[src/rtl/fi_pkg.sv]
// rtl/fi_pkg.sv - shared types and fault helper for fi_updown_counter
package fi_pkg;

  typedef enum logic [1:0] {
    FI_FLIP   = 2'd0,
    FI_SA0    = 2'd1,
    FI_SA1    = 2'd2,
    FI_NOKIND = 2'd3
  } fi_kind_e;

  typedef enum logic [1:0] {
    TGT_ENABLE = 2'd0,
    TGT_UP     = 2'd1,
    TGT_BIT    = 2'd2,
    TGT_NONE   = 2'd3
  } fi_target_e;

  typedef enum logic [1:0] {
    ST_IDLE   = 2'd0,
    ST_ARMED  = 2'd1,
    ST_ACTIVE = 2'd2,
    ST_DONE   = 2'd3
  } fi_state_e;

  function automatic logic apply_fault(input logic x, input fi_kind_e kind);
    case (kind)
      FI_FLIP: return ~x;
      FI_SA0:  return 1'b0;
      FI_SA1:  return 1'b1;
      default: return x;
    endcase
  endfunction

endpackage

[src/rtl/fi_window_ctrl.sv]
// rtl/fi_window_ctrl.sv - self-timed fault window FSM with delay/length counters
module fi_window_ctrl
  import fi_pkg::*;
#(
  parameter int BIT_W = 3,
  parameter int DLY_W = 16
) (
  input  logic             clk,
  input  logic             reset,
  input  logic             fi_arm,
  input  logic [1:0]       fi_kind,
  input  logic [1:0]       fi_target,
  input  logic [BIT_W-1:0] fi_bit,
  input  logic [DLY_W-1:0] fi_delay,
  input  logic [DLY_W-1:0] fi_len,
  output logic             fi_active,
  output logic             fi_done,
  output fi_kind_e         kind_q,
  output fi_target_e       target_q,
  output logic [BIT_W-1:0] bit_q
);

  fi_state_e        state_q, state_d;
  logic [DLY_W-1:0] dcnt, lcnt;
  logic             can_arm;

  assign can_arm = (state_q == ST_IDLE) || (state_q == ST_DONE);

  always_ff @(posedge clk) begin
    if (reset) state_q <= ST_IDLE;
    else       state_q <= state_d;
  end

  // Settings are captured only on an accepted arm so later input changes are ignored
  always_ff @(posedge clk) begin
    if (reset) begin
      dcnt     <= '0;
      lcnt     <= '0;
      kind_q   <= FI_NOKIND;
      target_q <= TGT_NONE;
      bit_q    <= '0;
    end else if (can_arm && fi_arm) begin
      dcnt     <= fi_delay;
      lcnt     <= fi_len;
      kind_q   <= fi_kind_e'(fi_kind);
      target_q <= fi_target_e'(fi_target);
      bit_q    <= fi_bit;
    end else if (state_q == ST_ARMED) begin
      dcnt <= dcnt - DLY_W'(1);
    end else if (state_q == ST_ACTIVE) begin
      lcnt <= lcnt - DLY_W'(1);
    end
  end

  always_comb begin
    state_d = state_q;
    case (state_q)
      ST_IDLE, ST_DONE: begin
        if (fi_arm) begin
          if (fi_len == '0)        state_d = ST_DONE;
          else if (fi_delay == '0) state_d = ST_ACTIVE;
          else                     state_d = ST_ARMED;
        end
      end
      ST_ARMED:  if (dcnt == DLY_W'(1)) state_d = ST_ACTIVE;
      ST_ACTIVE: if (lcnt == DLY_W'(1)) state_d = ST_DONE;
      default:   state_d = ST_IDLE;
    endcase
  end

  always_comb begin
    fi_active = (state_q == ST_ACTIVE);
    fi_done   = (state_q == ST_DONE);
  end

endmodule

[src/rtl/fi_updown_counter.sv]
// rtl/fi_updown_counter.sv - up/down counter with load, wrap/saturate, tc and fault injection
module fi_updown_counter
  import fi_pkg::*;
#(
  parameter  int WIDTH = 8,
  parameter  int DLY_W = 16,
  localparam int BIT_W = $clog2(WIDTH)
) (
  input  logic             clk,
  input  logic             reset,
  input  logic             enable,
  input  logic             up,
  input  logic             load,
  input  logic [WIDTH-1:0] load_val,
  input  logic             sat_mode,
  input  logic             fi_arm,
  input  logic [1:0]       fi_kind,
  input  logic [1:0]       fi_target,
  input  logic [BIT_W-1:0] fi_bit,
  input  logic [DLY_W-1:0] fi_delay,
  input  logic [DLY_W-1:0] fi_len,
  output logic [WIDTH-1:0] count,
  output logic             tc,
  output logic             fi_active,
  output logic             fi_done
);

  fi_kind_e         kind_q;
  fi_target_e       target_q;
  logic [BIT_W-1:0] bit_q;
  logic [WIDTH-1:0] count_q;
  logic             en_eff, up_eff, at_bnd;

  fi_window_ctrl #(.BIT_W(BIT_W), .DLY_W(DLY_W)) u_ctrl (
    .clk       (clk),
    .reset     (reset),
    .fi_arm    (fi_arm),
    .fi_kind   (fi_kind),
    .fi_target (fi_target),
    .fi_bit    (fi_bit),
    .fi_delay  (fi_delay),
    .fi_len    (fi_len),
    .fi_active (fi_active),
    .fi_done   (fi_done),
    .kind_q    (kind_q),
    .target_q  (target_q),
    .bit_q     (bit_q)
  );

  always_comb begin
    en_eff = enable;
    up_eff = up;
    if (fi_active && target_q == TGT_ENABLE) en_eff = apply_fault(enable, kind_q);
    if (fi_active && target_q == TGT_UP)     up_eff = apply_fault(up, kind_q);
  end

  assign at_bnd = up_eff ? (&count_q) : ~(|count_q);

  // Wrap falls out of the modular +/-1; saturation just holds the register
  always_ff @(posedge clk) begin
    if (reset) begin
      count_q <= '0;
      tc      <= 1'b0;
    end else if (load) begin
      count_q <= load_val;
      tc      <= 1'b0;
    end else if (en_eff) begin
      tc <= at_bnd;
      if (!(sat_mode && at_bnd))
        count_q <= up_eff ? count_q + WIDTH'(1) : count_q - WIDTH'(1);
    end else begin
      tc <= 1'b0;
    end
  end

  // Output-bit fault corrupts only the visible value, never the register
  always_comb begin
    count = count_q;
    if (fi_active && target_q == TGT_BIT && int'(bit_q) < WIDTH)
      count[bit_q] = apply_fault(count_q[bit_q], kind_q);
  end

endmodule

[config.mk]
export PLATFORM = sky130hd
export DESIGN_NAME = fi_updown_counter
export DESIGN_NICKNAME = d
export VERILOG_FILES = /design/src/rtl/fi_pkg.sv /design/src/rtl/fi_window_ctrl.sv /design/src/rtl/fi_updown_counter.sv
export SDC_FILE = /design/constraint.sdc
export NUM_CORES = 1
export LEC_CHECK = 0
export ABC_AREA = 1
export CORE_UTILIZATION = 48
export DETAILED_ROUTE_END_ITERATION = 8
export HOLD_SLACK_MARGIN = 0.06
export PLACE_DENSITY = 0.77
export SYNTH_ARGS = -nofsm -noshare
export SYNTH_HDL_FRONTEND = slang
export SYNTH_SLANG_ARGS = --single-unit
[constraint.sdc]
create_clock -name clk -period 2 [get_ports clk]
set_input_delay 0.3 -clock clk [delete_from_list [all_inputs] [get_ports clk]]
set_output_delay 0.3 -clock clk [all_outputs]
set_load 0.02 [all_outputs]
== Word-level counts from Yosys, hierarchy flattened ==
Index checks and enable logic that the tools add are counted.
Cells by class
  add/subtract/negate cells: 4
  magnitude comparators: 2
  equality and inequality tests: 14
  mux-type cells: 28
  bitwise operators: 5
  reductions and logical operators: 22
Operators by type and width (count)
  16-bit two-way mux: 5
  8-bit two-way mux: 5
  16-bit by 1-bit == test with 1-bit output (second input constant): 2
  16-bit logical NOT: 2
  16-bit by 1-bit subtractor with 16-bit output (second input constant): 2
  2-bit two-way mux: 5
  1-bit case mux with 3 select lines: 3
  8-bit by 1-bit adder with 8-bit output (second input constant): 1
  8-bit bitwise mux: 1
  2-bit == test (second input constant): 4
  8-bit AND reduction: 1
  8-bit OR reduction: 1
  8-bit by 1-bit subtractor with 8-bit output (second input constant): 1
  2-bit by 1-bit == test with 1-bit output (second input constant): 3
  1-bit logical AND: 6
  2-bit logical NOT: 3
  1-bit two-way mux: 6
  2-bit != test (second input constant): 3
  2-bit case mux with 3 select lines: 1
  2-bit nonzero test: 3
  1-bit NOT: 5
  3-bit by 4-bit less-than comparator with 1-bit output (second input constant): 1
  2-bit by 1-bit != test with 1-bit output (second input constant): 2
  2-bit AND reduction: 2
  other kinds (7): 7
Word-level totals
  flip-flop bits (word level): 50
  output and inout port bits: 11

== Depth between registers and ports, before layout ==
Gate-level depths: netlist (run 1).
  word-level depth: 8
  mapped depth: 18
  gate-level depth less buffers: 18

== By module ==
A second synthesis (run 1) with hierarchy kept.
Second synthesis, totals
  cell total of the unflattened synthesis: 663
  area, all modules: 3901.2 um^2
Modules (own cells, without submodules)
  fi_window_ctrl: instances 1, cells each 460, area each 2755.1 um^2, sequential area each 820.8 um^2
  fi_updown_counter: instances 1, cells each 203, area each 1146.1 um^2, sequential area each 180.2 um^2

== Least setup slack after synthesis (run 1) ==
No wires, ideal clock.
  path type: flip-flop to flip-flop
  start point: reg u_ctrl.state_q[0]
  end point: reg count_q[6]
  arrival: 1929 ps
  setup slack: -64 ps
  stages on the path, launching flop included: 19
  buffers on the path: 0
  clock period less this slack: 2064 ps
  cell sequence: dfxtp_1 -> inv_1 -> ha_1 -> nand2_1 -> nor2_2 -> nand2_2 -> nand3_1 -> nand2_1 -> inv_1 -> ha_1 -> inv_1 -> nand2_1 -> nand3_1 -> nor2_1 -> nand2_1 -> nand2_1 -> nand2_1 -> nand3_1 -> a21oi_1
On the way
  cells in the longest elaborated chain, start to end: 7
RTL lines
  start, declared: line fi_window_ctrl.sv:23  | fi_state_e state_q, state_d;
  start signal, assigned: line fi_window_ctrl.sv:31  | else state_q <= state_d;
  2-bit == test *: line fi_window_ctrl.sv:72  | fi_active = (state_q == ST_ACTIVE);
  net fi_active: line fi_updown_counter.sv:24  | output logic fi_active,
  1-bit logical AND: line fi_updown_counter.sv:54  | if (fi_active && target_q == TGT_UP) up_eff = apply_fault(up, kind_q);
  1-bit two-way mux: line fi_updown_counter.sv:54
  8-bit two-way mux or 1-bit two-way mux (tied branches): line fi_updown_counter.sv:70, fi_updown_counter.sv:57
  8-bit two-way mux or 1-bit logical AND (tied branches): line fi_updown_counter.sv:69  | if (!(sat_mode && at_bnd))
  8-bit two-way mux or 2-bit != test (tied branches)
  8-bit two-way mux or 2-bit AND reduction (tied branches)
  end signal, assigned: line fi_updown_counter.sv:65  | count_q <= load_val;
  end signal, assigned: line fi_updown_counter.sv:70  | count_q <= up_eff ? count_q + WIDTH'(1) : count_q - WIDTH'(1);
  end, declared: line fi_updown_counter.sv:31  | logic [WIDTH-1:0] count_q;
The timed path passes the listed nets; every way through them passes the cells marked *. The select of a mux whose other input is x is not followed.
A chain may end at the register's enable or synchronous reset.

== Worst setup path after layout (run 1) ==
  start point: reg u_ctrl.bit_q[0]
  end point: out count[4]
On the way
  cells in the longest elaborated chain, start to end: 7
RTL lines
  start, declared: line fi_window_ctrl.sv:20  | output logic [BIT_W-1:0] bit_q
  start signal, assigned: line fi_window_ctrl.sv:47  | bit_q <= fi_bit;
  1-bit binary-select mux with 3-bit select: line fi_updown_counter.sv:80  | count[bit_q] = apply_fault(count_q[bit_q], kind_q);
  1-bit two-way mux (not written as such): line fi_updown_counter.sv:80
  1-bit NOT: line fi_pkg.sv:27  | FI_FLIP: return ~x;
  1-bit case mux with 3 select lines: line fi_pkg.sv:26  | case (kind)
  1-bit two-way mux: line fi_updown_counter.sv:79  | if (fi_active && target_q == TGT_BIT && int'(bit_q) < WIDTH)
  8-bit bitwise mux *: line fi_updown_counter.sv:80
  8-bit two-way mux *: line fi_updown_counter.sv:79
  end, declared: line fi_updown_counter.sv:22  | output logic [WIDTH-1:0] count,
Every way passes the cells marked *; elsewhere a longest branch is shown, timed or not. The select of a mux whose other input is x is not followed.

==> results.yml, run 1 <==
finish:
  n_fill_cell: 570
  area_growth_pct: 46.7
  n_antenna_cell: 0
  drive_gt1_share_pct: 24.9
  final_nets: 779
power_and_ir_drop:
  p_leak_nw: 2.34
  irDropWorstVdd_v: 0.000852
  power.total_mw: 6.79
  powerDensity_mw_per_mm2: 1270
timing:
  setup_slack_ns: -0.184
  fmax_mhz: 458
  period_needed_ns: 2.18
  slew_headroom_pct: 62.3
  hold_viol: 0
  rsz0062_at_grt: "yes"
  fin_crit_sh_pct: 109
  final.setup_skew_ns: 0.0100
  fin_tns_setup_ns: -1.46
  slew_viol_final: 0
  finalSetupViolCount: 15
  worst_slew_pin_slew_ns: 0.559
place:
  place_ws_ns: -0.354
  gp_congestion: 0.981
  place_hpwl_um: 8510
  port_buffers: 64
global_route:
  grt_overflow: 0
  grt_pass1_vias: 4132
  grt_antenna_before_repair: 0
  grt_pass1_wl_um: 18200
  grt_max_degree: 34
  gr-usage-all-layers_pct: 29.0
drt:
  drc: 0
  final_antenna_net_count: 0
  drt_wl_total_um: 12200
  firstDrtPassIters: 4
  wl_met3_um: 979
  drtIter0Drc: 327
  vias: 4560
  met1_length_um: 4900
  top_layer: "met4"
  drt-wirelength-per-cell_um: 14.9
  viasPerCell: 5.60
  met2_length_um: 6020
clock_network:
  clock_latency_ns: 0.31
  cts_tree: "done"
  clk_path_buf_depth: 2
  numCtsBuffers: 5
  cts_root_buf: "clkbuf_8"
  cts.sinks: 50
  clk_pin_slew_ns: 0.10
  ctsHoldBuffers: 0
  h-tree-depth: 2
yosys:
  yosysWarnings: 0
  async_flop_share_pct: 0
  synth.avg_cell_area_um2: 6.19
  synth_edf_count: 0
  synth-main-ff-cell: "dfxtp_1"
  synth_cell_type_count: 41
  synthCells: 587
  synth.net_count: 650
  ys_seq_area_share_pct: 27.5
  ys_ff_latch: 50
  syn_area_mm2: 0.00363
setup_path:
  critical_path_class: "reg -> out"
  cp_max_fo: 8
  critPathLaunchType: "flip-flop"
  cp.required_ns: 1.70
  end_kind: "output port"
  worst-endpoint-arrival_ns: 1.88
floorplan:
  die_x_um: 89.0
  start_util_pct: 49.8
  pin_count: 65
  die-area_mm2: 0.00792
  rows: 31
  dieHeight_um: 89.0
  coreArea_mm2: 0.00729
worst_hold_path:
  hp-class: "reg -> reg"
status:
  violations: "setup timing"
  status: "finished, violations left"
run:
  maxCapViolCount: 0
layout by cell type, fill, tap and decap left out, types with 7 or more instances in the layout:
cell type        instances
o21ai_1                 11
xor2_1                   7
nand2_1                127
a21oi_1                 34
inv_2                    8
nor2_4                   9
dfxtp_1                 45
nand2_2                 12
clkdlybuf4s50_1         56
o21ai_0                 34
inv_1                   83
nand4_1                 13
buf_4                   70
nand3_2                 18
nand3_1                 39
nor2_1                  35
a31oi_1                 13
buf_6                   11
ha_1                     8
path summary, 6_finish.rpt:
kind | from | end | slack (ns) | cells after the start
max | u_ctrl.bit_q[0] | count[4] | -0.18 | 10
min reg2reg | u_ctrl.lcnt[11] | u_ctrl.lcnt[11] | 0.48 | 2
min | u_ctrl.lcnt[11] | u_ctrl.lcnt[11] | 0.48 | 2
max reg2reg | u_ctrl.state_q[0] | count_q[6] | -0.15 | 19
sequential cells by signal (all words and copies together) (netlist names):
name,count
u_ctrl.bit_q,3
count_q,8
u_ctrl.target_q,2
u_ctrl.dcnt,16
u_ctrl.state_q,2
tc,1
u_ctrl.lcnt,16
u_ctrl.kind_q,2
timing repair:
| action | 4_1_cts | 5_1_grt |
|---|---|---|
| endpoints found under the setup margin | 13 | 17 |
| pin swaps | 11 | 12 |
| resized for setup | 86 | 54 |
| setup buffers | 5 | 6 |
cells in the mapped netlist (2+ instances only):
| library cell | number | area share [%] |
|---|---|---|
| buf_2 | 6 | 0.83 |
| inv_1 | 89 | 9.2 |
| nor4_1 | 8 | 1.4 |
| o211ai_1 | 6 | 1.2 |
| o221ai_1 | 2 | 0.48 |
| o21ai_2 | 3 | 0.72 |
| xor2_1 | 7 | 1.7 |
| a31oi_1 | 13 | 2.2 |
| dfxtp_1 | 50 | 28 |
| o21ai_0 | 43 | 5.9 |
| clkbuf_1 | 11 | 1.1 |
| o311ai_0 | 3 | 0.72 |
| inv_2 | 4 | 0.41 |
| nand4_1 | 13 | 2.2 |
| nand2_2 | 9 | 1.5 |
| nor2_4 | 2 | 0.62 |
| a211oi_1 | 3 | 0.62 |
| ha_1 | 9 | 3.1 |
| nor2_2 | 2 | 0.34 |
| o22ai_1 | 4 | 0.69 |
| nand2_4 | 3 | 0.93 |
| nand3_1 | 57 | 7.9 |
| a21oi_1 | 34 | 4.7 |
| a21oi_2 | 2 | 0.48 |
| nand2_1 | 133 | 14 |
| a22oi_1 | 2 | 0.41 |
| nor3_1 | 8 | 1.1 |
| nor2_1 | 43 | 4.4 |
| o21ai_1 | 6 | 0.83 |
per-stage QoR:
step | utilization, % | cells | instance area (um^2) | hold WS [ns]
2_1_floorplan | - | 587 | 3640 | 0.413
3_3_place_gp | 66.1 | 797 | 4820 | 0.454
3_5_place_dp | 66.1 | 797 | 4820 | 0.460
4_1_cts | 69.6 | 809 | 5070 | 0.479
5_1_grt | 73.1 | 815 | 5330 | 0.488
6_report | 73.1 | 815 | 5330 | 0.479
where the power goes:
part	internal [mW]	leakage [nW]	switching [mW]
Clock	0.243	0.0444	0.358
Sequential	1.34	0.414	0.281
Combinational	1.85	1.88	2.72
Total	3.43	2.34	3.36
routing by layer:
metal  track usage, %  up-vias
li1                 -     2206
met1             36.7     2082
met2             52.2      235
met3             2.95       37
met4             8.37        0
met5                0        -
layout make-up:
type                            instances  area, um^2  share of cell area (%)
Clock buffer                            5        68.8                    1.29
Sequential cell                        50        1010                    19.0
Tap cell                               99         124                    2.32
Inverter                               93         354                    6.64
Timing Repair Buffer                  139        1240                    23.4
Multi-Input combinational cell        427        2510                    47.1
Clock inverter                          2        13.8                   0.258
worst max-delay path: stages (launching register included):
cell,delay (ns)
dfxtp_4,0.38
buf_4,0.15
nand3_2,0.12
o22ai_2,0.09
nor2_2,0.13
nand3_1,0.14
nand2_4,0.16
nand3_1,0.09
o21ai_1,0.11
inv_1,0.07
buf_6,0.13
cell families after synthesis:
logic type | after synthesis | synth area share [%]
compound gates | 125 | 20.1
xor+xnor | 8 | 1.93
fa+ha+maj | 9 | 3.10
buf+inv | 110 | 11.6
flops | 50 | 27.5
simple gates | 285 | 35.8
(Power assumes the default switching activity.)
==> run 2, diff against run 1 <==
--- a/config.mk
+++ b/config.mk
@@ -6,6 +6,7 @@
 export NUM_CORES = 1
 export LEC_CHECK = 0
 export ABC_AREA = 1
+export ABC_CLOCK_PERIOD_IN_PS = 2000
 export CORE_UTILIZATION = 48
 export DETAILED_ROUTE_END_ITERATION = 8
 export HOLD_SLACK_MARGIN = 0.06
==> constraint.sdc (replaced) <==
create_clock -name clk -period 2 [get_ports clk]
set_input_delay 0.3 -clock clk [delete_from_list [all_inputs] [get_ports clk]]
set_output_delay 0.3 -clock clk [all_outputs]
set_load 0.005 [all_outputs]
==> run 2 against run 1 <==
The run still ends with setup timing left; sequential power rose by 2%; clock power rose by 50%; sequential cell count did not move; sequential share of layout area fell by 0.082 points; die area did not move; largest power group unchanged; critical endpoint is now count[5]; non-clock buffer count did not move; power rose by 4.2%; wire length rose by 4.6%.
==> results.yml, run 2 (synthesis gave the netlist of run 1 again) <==
finish:
  area_growth_pct: 47.7
  final_cell_mix: "nand2_1 (126), inv_1 (82), buf_4 (63)"
  n_antenna_cell: 0
  top_regs: "u_ctrl.dcnt x16, u_ctrl.lcnt x16, count_q x8"
  final_cell_area_mm2: 0.00537
  drive_gt1_share_pct: 25.0
  final_nets: 779
  finalNonFillerCells: 816
  final_common_cell: "nand2_1"
power_and_ir_drop:
  p_int_mw: 3.72
  switchingPower_mw: 3.36
  p_leak_nw: 2.37
  power.total_mw: 7.08
  switching_share_pct: 47.5
  powerDensity_mw_per_mm2: 1320
  irDropWorstVdd_v: 0.000779
  combPwrFrac_pct: 63.9
  sequentialPowerShare_pct: 23.4
  pwr-share-clk_pct: 12.7
setup_path:
  critPathMaxStageDelay_ns: 0.40
  end_kind: "output port"
  crit_start: "u_ctrl.bit_q[0]"
  crit_chain: "nor3_1 > a22oi_2 > nand4_1 > buf_6 > buf_6 > nand3_1 > o21ai_1 > inv_1 > buf_2"
  path_common_cell: "buf_6"
  critical_path_class: "reg -> out"
  r2r_end: "count_q[6]"
  worst-endpoint-arrival_ns: 1.98
  ff2ff_setup_slack_ns: -0.05
  crit_family: "simple AND/OR/NAND/NOR gates"
  cp.depth: 9
  r2r-start: "u_ctrl.state_q[0]"
  cp.required_ns: 1.70
  crit_path_end: "count[5]"
  cp_num_buf_inv: 4
  critPathLaunchType: "flip-flop"
  cp_max_fo: 6
  rr_worst_depth: 19
  cp_slowest_cell: "dfxtp_4"
timing:
  final.setup_skew_ns: 0.00787
  fin_crit_sh_pct: 114
  hold_viol: 0
  period_needed_ns: 2.28
  rsz0062_at_grt: "yes"
  finalSetupViolCount: 10
  worst_slew_pin_slew_ns: 0.645
  setup_slack_ns: -0.285
  slew_headroom_pct: 56.9
  fin_tns_setup_ns: -2.07
  fmax_mhz: 438
  slew_viol_final: 0
clock_network:
  cts_tree: "done"
  h-tree-depth: 2
  clk_path_buf_depth: 2
  numCtsBuffers: 5
  cts_root_buf: "clkbuf_8"
  clk_pin_slew_ns: 0.09
  cts.sinks: 50
  clock_latency_ns: 0.31
drt:
  firstDrtPassIters: 5
  drtIter0Drc: 275
  drc: 0
  drt-wirelength-per-cell_um: 15.6
  final_antenna_net_count: 0
  drt_wl_total_um: 12700
  vias: 4517
  viasPerCell: 5.54
status:
  violations: "setup timing"
  status: "finished, violations left"
floorplan:
  pin_count: 65
  rows: 31
  dieHeight_um: 89.0
  start_util_pct: 49.8
  die_x_um: 89.0
  coreArea_mm2: 0.00729
  die-area_mm2: 0.00792
global_route:
  gr-usage-all-layers_pct: 31.0
  grt_pass1_wl_um: 19100
  grt_overflow: 0
  grt_pass1_vias: 4203
  grt_antenna_before_repair: 0
  grt_max_degree: 34
worst_hold_path:
  hp-class: "reg -> reg"
place:
  gp_congestion: 0.923
  port_buffers: 64
  dp.cells: 790
  place_hpwl_um: 8790
  place_area_mm2: 0.00477
run:
  maxCapViolCount: 0
-- run 2: cell count changes in the layout (fill, tap and decap cells not counted), moves of 2 or more --
cell / before / now
buf_2: 0 / 8
buf_4: 70 / 63
nor2_1: 35 / 39
nor2_4: 9 / 5
o21ai_2: 6 / 3
a31oi_1: 13 / 11
a31oi_2: 0 / 2
bufinv_16: 0 / 2
o21ai_1: 11 / 13
-- run 2: power groups by stage --
stage               Clock, mW  Combinational (mW)  Sequential [mW]
floorplan                   0                2.65             1.56
global placement            0                3.86             1.59
detailed placement          0                3.98             1.60
CTS                     0.910                4.25             1.62
global route            0.949                4.98             1.69
finish                  0.900                4.52             1.66
-- run 2: repair_timing --
| item | in CTS | in global routing |
|---|---|---|
| endpoints found under the setup margin | 11 | 17 |
| hold buffers | 0 | 0 |
| gates resized for setup | 96 | 35 |
| buffers inserted | 10 | 8 |
| pin swaps | 15 | 13 |
-- run 2: layout make-up --
| class | instances | area, um^2 |
|---|---|---|
| multi-input cells | 427 | 2510 |
| well taps | 99 | 124 |
| inverters | 93 | 359 |
| clock inverters | 2 | 60.1 |
| fillers | 615 | 1920 |
| clock buffers | 6 | 82.6 |
| flip-flops and latches | 50 | 1010 |
| repair buffers | 139 | 1220 |
-- run 2: routing by layer --
layer  GRT usage, %  part of all wire (%)  routed length (um)
met1           38.7                    44                5620
met4           8.08                   1.9                 238
met3           4.89                   5.1                 644
met5              0                     0                   0
met2           55.7                    49                6240
-- run 2: stage by stage --
stage | setup slack [ns] | util [%] | hold WS [ns]
2_1_floorplan | 0.0601 | - | 0.413
5_1_grt | -0.354 | 73.6 | 0.486
4_1_cts | -0.0783 | 70.8 | 0.475
6_report | -0.285 | 73.6 | 0.474
3_3_place_gp | -0.204 | 65.4 | 0.454
3_5_place_dp | -0.280 | 65.4 | 0.462
-- run 2: how the worst min path moves through the flow --
stage          depth (start not counted)                 end  slack [ns]            start
3_3_place_gp                           2     u_ctrl.lcnt[11]        0.45  u_ctrl.lcnt[11]
6_report                               2      u_ctrl.lcnt[7]        0.47   u_ctrl.lcnt[7]
3_5_place_dp                           2      u_ctrl.lcnt[7]        0.46   u_ctrl.lcnt[7]
5_1_grt                                2      u_ctrl.lcnt[7]        0.49   u_ctrl.lcnt[7]
2_1_floorplan                          2  u_ctrl.target_q[0]        0.41     fi_target[0]
4_1_cts                                2      u_ctrl.lcnt[7]        0.47   u_ctrl.lcnt[7]
-- run 2: worst reg2reg max path: stages, from the launching register on --
cell and delay, ns:
dfxtp_2 0.34, inv_2 0.07, ha_4 0.14, buf_6 0.10, nand2_2 0.07, nor2_4 0.18
nand2_2 0.09, nand3_2 0.10, nand2_1 0.05, inv_1 0.06, ha_2 0.16, inv_2 0.04
nand2_2 0.06, nand3_2 0.07, nor2_1 0.10, nand2_1 0.08, nand2_1 0.07, nand2_1 0.05
nand3_1 0.06, a21oi_1 0.06
==> run 3, diff against run 2 <==
--- a/config.mk
+++ b/config.mk
@@ -7,10 +7,12 @@
 export LEC_CHECK = 0
 export ABC_AREA = 1
 export ABC_CLOCK_PERIOD_IN_PS = 2000
+export CORE_MARGIN = 2
 export CORE_UTILIZATION = 48
 export DETAILED_ROUTE_END_ITERATION = 8
 export HOLD_SLACK_MARGIN = 0.06
 export PLACE_DENSITY = 0.77
+export SLEW_MARGIN = 10
 export SYNTH_ARGS = -nofsm -noshare
 export SYNTH_HDL_FRONTEND = slang
 export SYNTH_SLANG_ARGS = --single-unit
==> run 3 against run 2 <==
The flow still finishes with violations (setup timing); register-to-register slack got worse by 0.05 ns; critical path depth rose by 2; core utilization rose by 1.8 points; clock power fell by 36%; non-clock buffer count rose by 9; wire length rose by 2.0%; cell count rose by 0.98%; clock skew barely moved; setup slack improved by 0.017 ns; clock-buffer cell count did not move.
==> results.yml, run 3 (synthesis gave the netlist of run 1 again) <==
status:
  status: "finished, violations left"
  violations: "setup timing"
worst_hold_path:
  hold_start: "u_ctrl.lcnt[7]"
  worstHoldEndpoint: "u_ctrl.lcnt[7]"
  min_path_cells: 2
  hp-class: "reg -> reg"
floorplan:
  dieHeight_um: 91.0
  coreArea_mm2: 0.00729
  die-area_mm2: 0.00828
  pin_count: 65
  rows: 31
  die_x_um: 91.0
  start_util_pct: 49.8
global_route:
  grt_antenna_before_repair: 0
  grt_max_degree: 34
  grt_overflow: 0
  gr-usage-all-layers_pct: 27.7
  grt_pass1_wl_um: 19100
  grt_pass1_vias: 4180
drt:
  vias: 4669
  drt_wl_total_um: 13000
  drtIter0Drc: 319
  drt-wirelength-per-cell_um: 15.8
  final_antenna_net_count: 0
  drc: 0
  viasPerCell: 5.67
  firstDrtPassIters: 5
clock_network:
  h-tree-depth: 2
  clk_path_buf_depth: 2
  cts_tree: "done"
  cts_root_buf: "clkbuf_8"
  clock_latency_ns: 0.30
  numCtsBuffers: 5
  cts.sinks: 50
  ctsHoldBuffers: 0
  clk_pin_slew_ns: 0.10
setup_path:
  end_kind: "output port"
  ff2ff_setup_slack_ns: -0.10
  critPathLaunchType: "flip-flop"
  crit_family: "buffers and inverters"
  cp_num_buf_inv: 6
  cp.depth: 11
  cp_max_fo: 5
  critPathMaxStageDelay_ns: 0.41
  crit_chain: "buf_6 > nand3_4 > o22ai_2 > inv_1 > nand4_1 > buf_6 > buf_4 > nand3_2 > o21ai_1 > inv_1 > buf_2"
  worst-endpoint-arrival_ns: 1.97
  rr_worst_depth: 18
  r2r-start: "u_ctrl.state_q[0]"
  cp.required_ns: 1.70
  r2r_end: "count_q[6]"
  cp_slowest_cell: "dfxtp_4"
  critical_path_class: "reg -> out"
timing:
  finalSetupViolCount: 10
  rsz0062_at_grt: "yes"
  worst_slew_pin_slew_ns: 0.486
  fin_crit_sh_pct: 113
  slew_headroom_pct: 67.2
  fin_tns_setup_ns: -1.69
  setup_slack_ns: -0.268
  hold_viol: 0
  fmax_mhz: 441
  slew_viol_final: 0
  period_needed_ns: 2.27
  final.setup_skew_ns: 0.00800
place:
  place_hpwl_um: 8750
  port_buffers: 64
  gp_congestion: 0.991
  place_ws_ns: -0.210
finish:
  n_antenna_cell: 0
  n_fill_cell: 552
  final_common_cell: "nand2_1"
  drive_gt1_share_pct: 28.4
  top_regs: "u_ctrl.dcnt x16, u_ctrl.lcnt x16, count_q x8"
  fin_util_pct: 75.4
  final_nets: 788
  final_cell_mix: "nand2_1 (122), inv_1 (81), buf_4 (67)"
  area_growth_pct: 51.3
run:
  maxCapViolCount: 0
power_and_ir_drop:
  irDropWorstVdd_v: 0.000718
  p_leak_nw: 2.41
  powerDensity_mw_per_mm2: 1250
[run 3: layout make-up]
| type | count | area, um^2 | share of cell area, % |
|---|---|---|---|
| multi-input combinational | 427 | 2620 | 47.6 |
| timing repair buffer | 148 | 1300 | 23.7 |
| sequential | 50 | 1010 | 18.5 |
| inverter | 93 | 357 | 6.49 |
| tap | 99 | 124 | 2.25 |
| clock buffer | 6 | 72.6 | 1.32 |
| clock inverter | 1 | 7.51 | 0.137 |
[run 3: power by group]
group	internal, mW	total (mW)	switching, mW
sequential	1.34	1.65	0.315
combinational	1.91	4.62	2.72
clock	0.241	0.580	0.339
total	3.49	6.86	3.37
[run 3: worst max path at each step]
stage / startpoint / endpoint / slack [ns]
4_1_cts: u_ctrl.state_q[0] / count[5] / -0.18
3_3_place_gp: up / count_q[6] / -0.16
5_1_grt: u_ctrl.bit_q[0] / count[2] / -0.29
6_report: u_ctrl.bit_q[0] / count[2] / -0.27
2_1_floorplan: u_ctrl.state_q[0] / count_q[6] / 0.06
3_5_place_dp: up / count_q[6] / -0.21
[run 3: per-stage QoR]
| step | total power [mW] | hold WS (ns) | cell area (um^2) | std cells |
|---|---|---|---|---|
| 2_1_floorplan | 4.21 | 0.413 | 3630 | 587 |
| 3_3_place_gp | 5.42 | 0.453 | 4800 | 795 |
| 3_5_place_dp | 5.56 | 0.455 | 4800 | 795 |
| 4_1_cts | 6.38 | 0.470 | 5060 | 813 |
| 5_1_grt | 7.44 | 0.496 | 5500 | 824 |
| 6_report | 6.86 | 0.472 | 5500 | 824 |
[run 3: routing by layer]
layer	share of wire (%)	global-route usage [%]	wire length, um	up-vias
met4	2.6	7.95	333	0
met3	7.8	4.23	1010	38
met2	49	47.2	6400	244
met1	40	36.2	5250	2154
met5	0	0	0	-
li1	-	-	-	2233
[run 3: what timing repair did]
action                                  4_1_cts  5_1_grt
endpoints found under the setup margin       16       17
gates resized for setup                      75       86
pin swaps                                     9       41
buffers inserted                             12       11
cloned                                        0        0
[run 3: worst reg2reg max path: stages (launching register included)]
cell	delay (ns)
dfxtp_2	0.33
inv_2	0.07
ha_4	0.13
buf_6	0.12
nand2_4	0.06
nor2_4	0.17
nand2_4	0.09
nand3_2	0.08
nand2_1	0.07
inv_1	0.06
ha_2	0.17
inv_2	0.04
nand2_2	0.06
nand3_2	0.08
nor2_2	0.11
nand2_1	0.09
nand3_1	0.09
nand3_1	0.08
a21oi_1	0.13
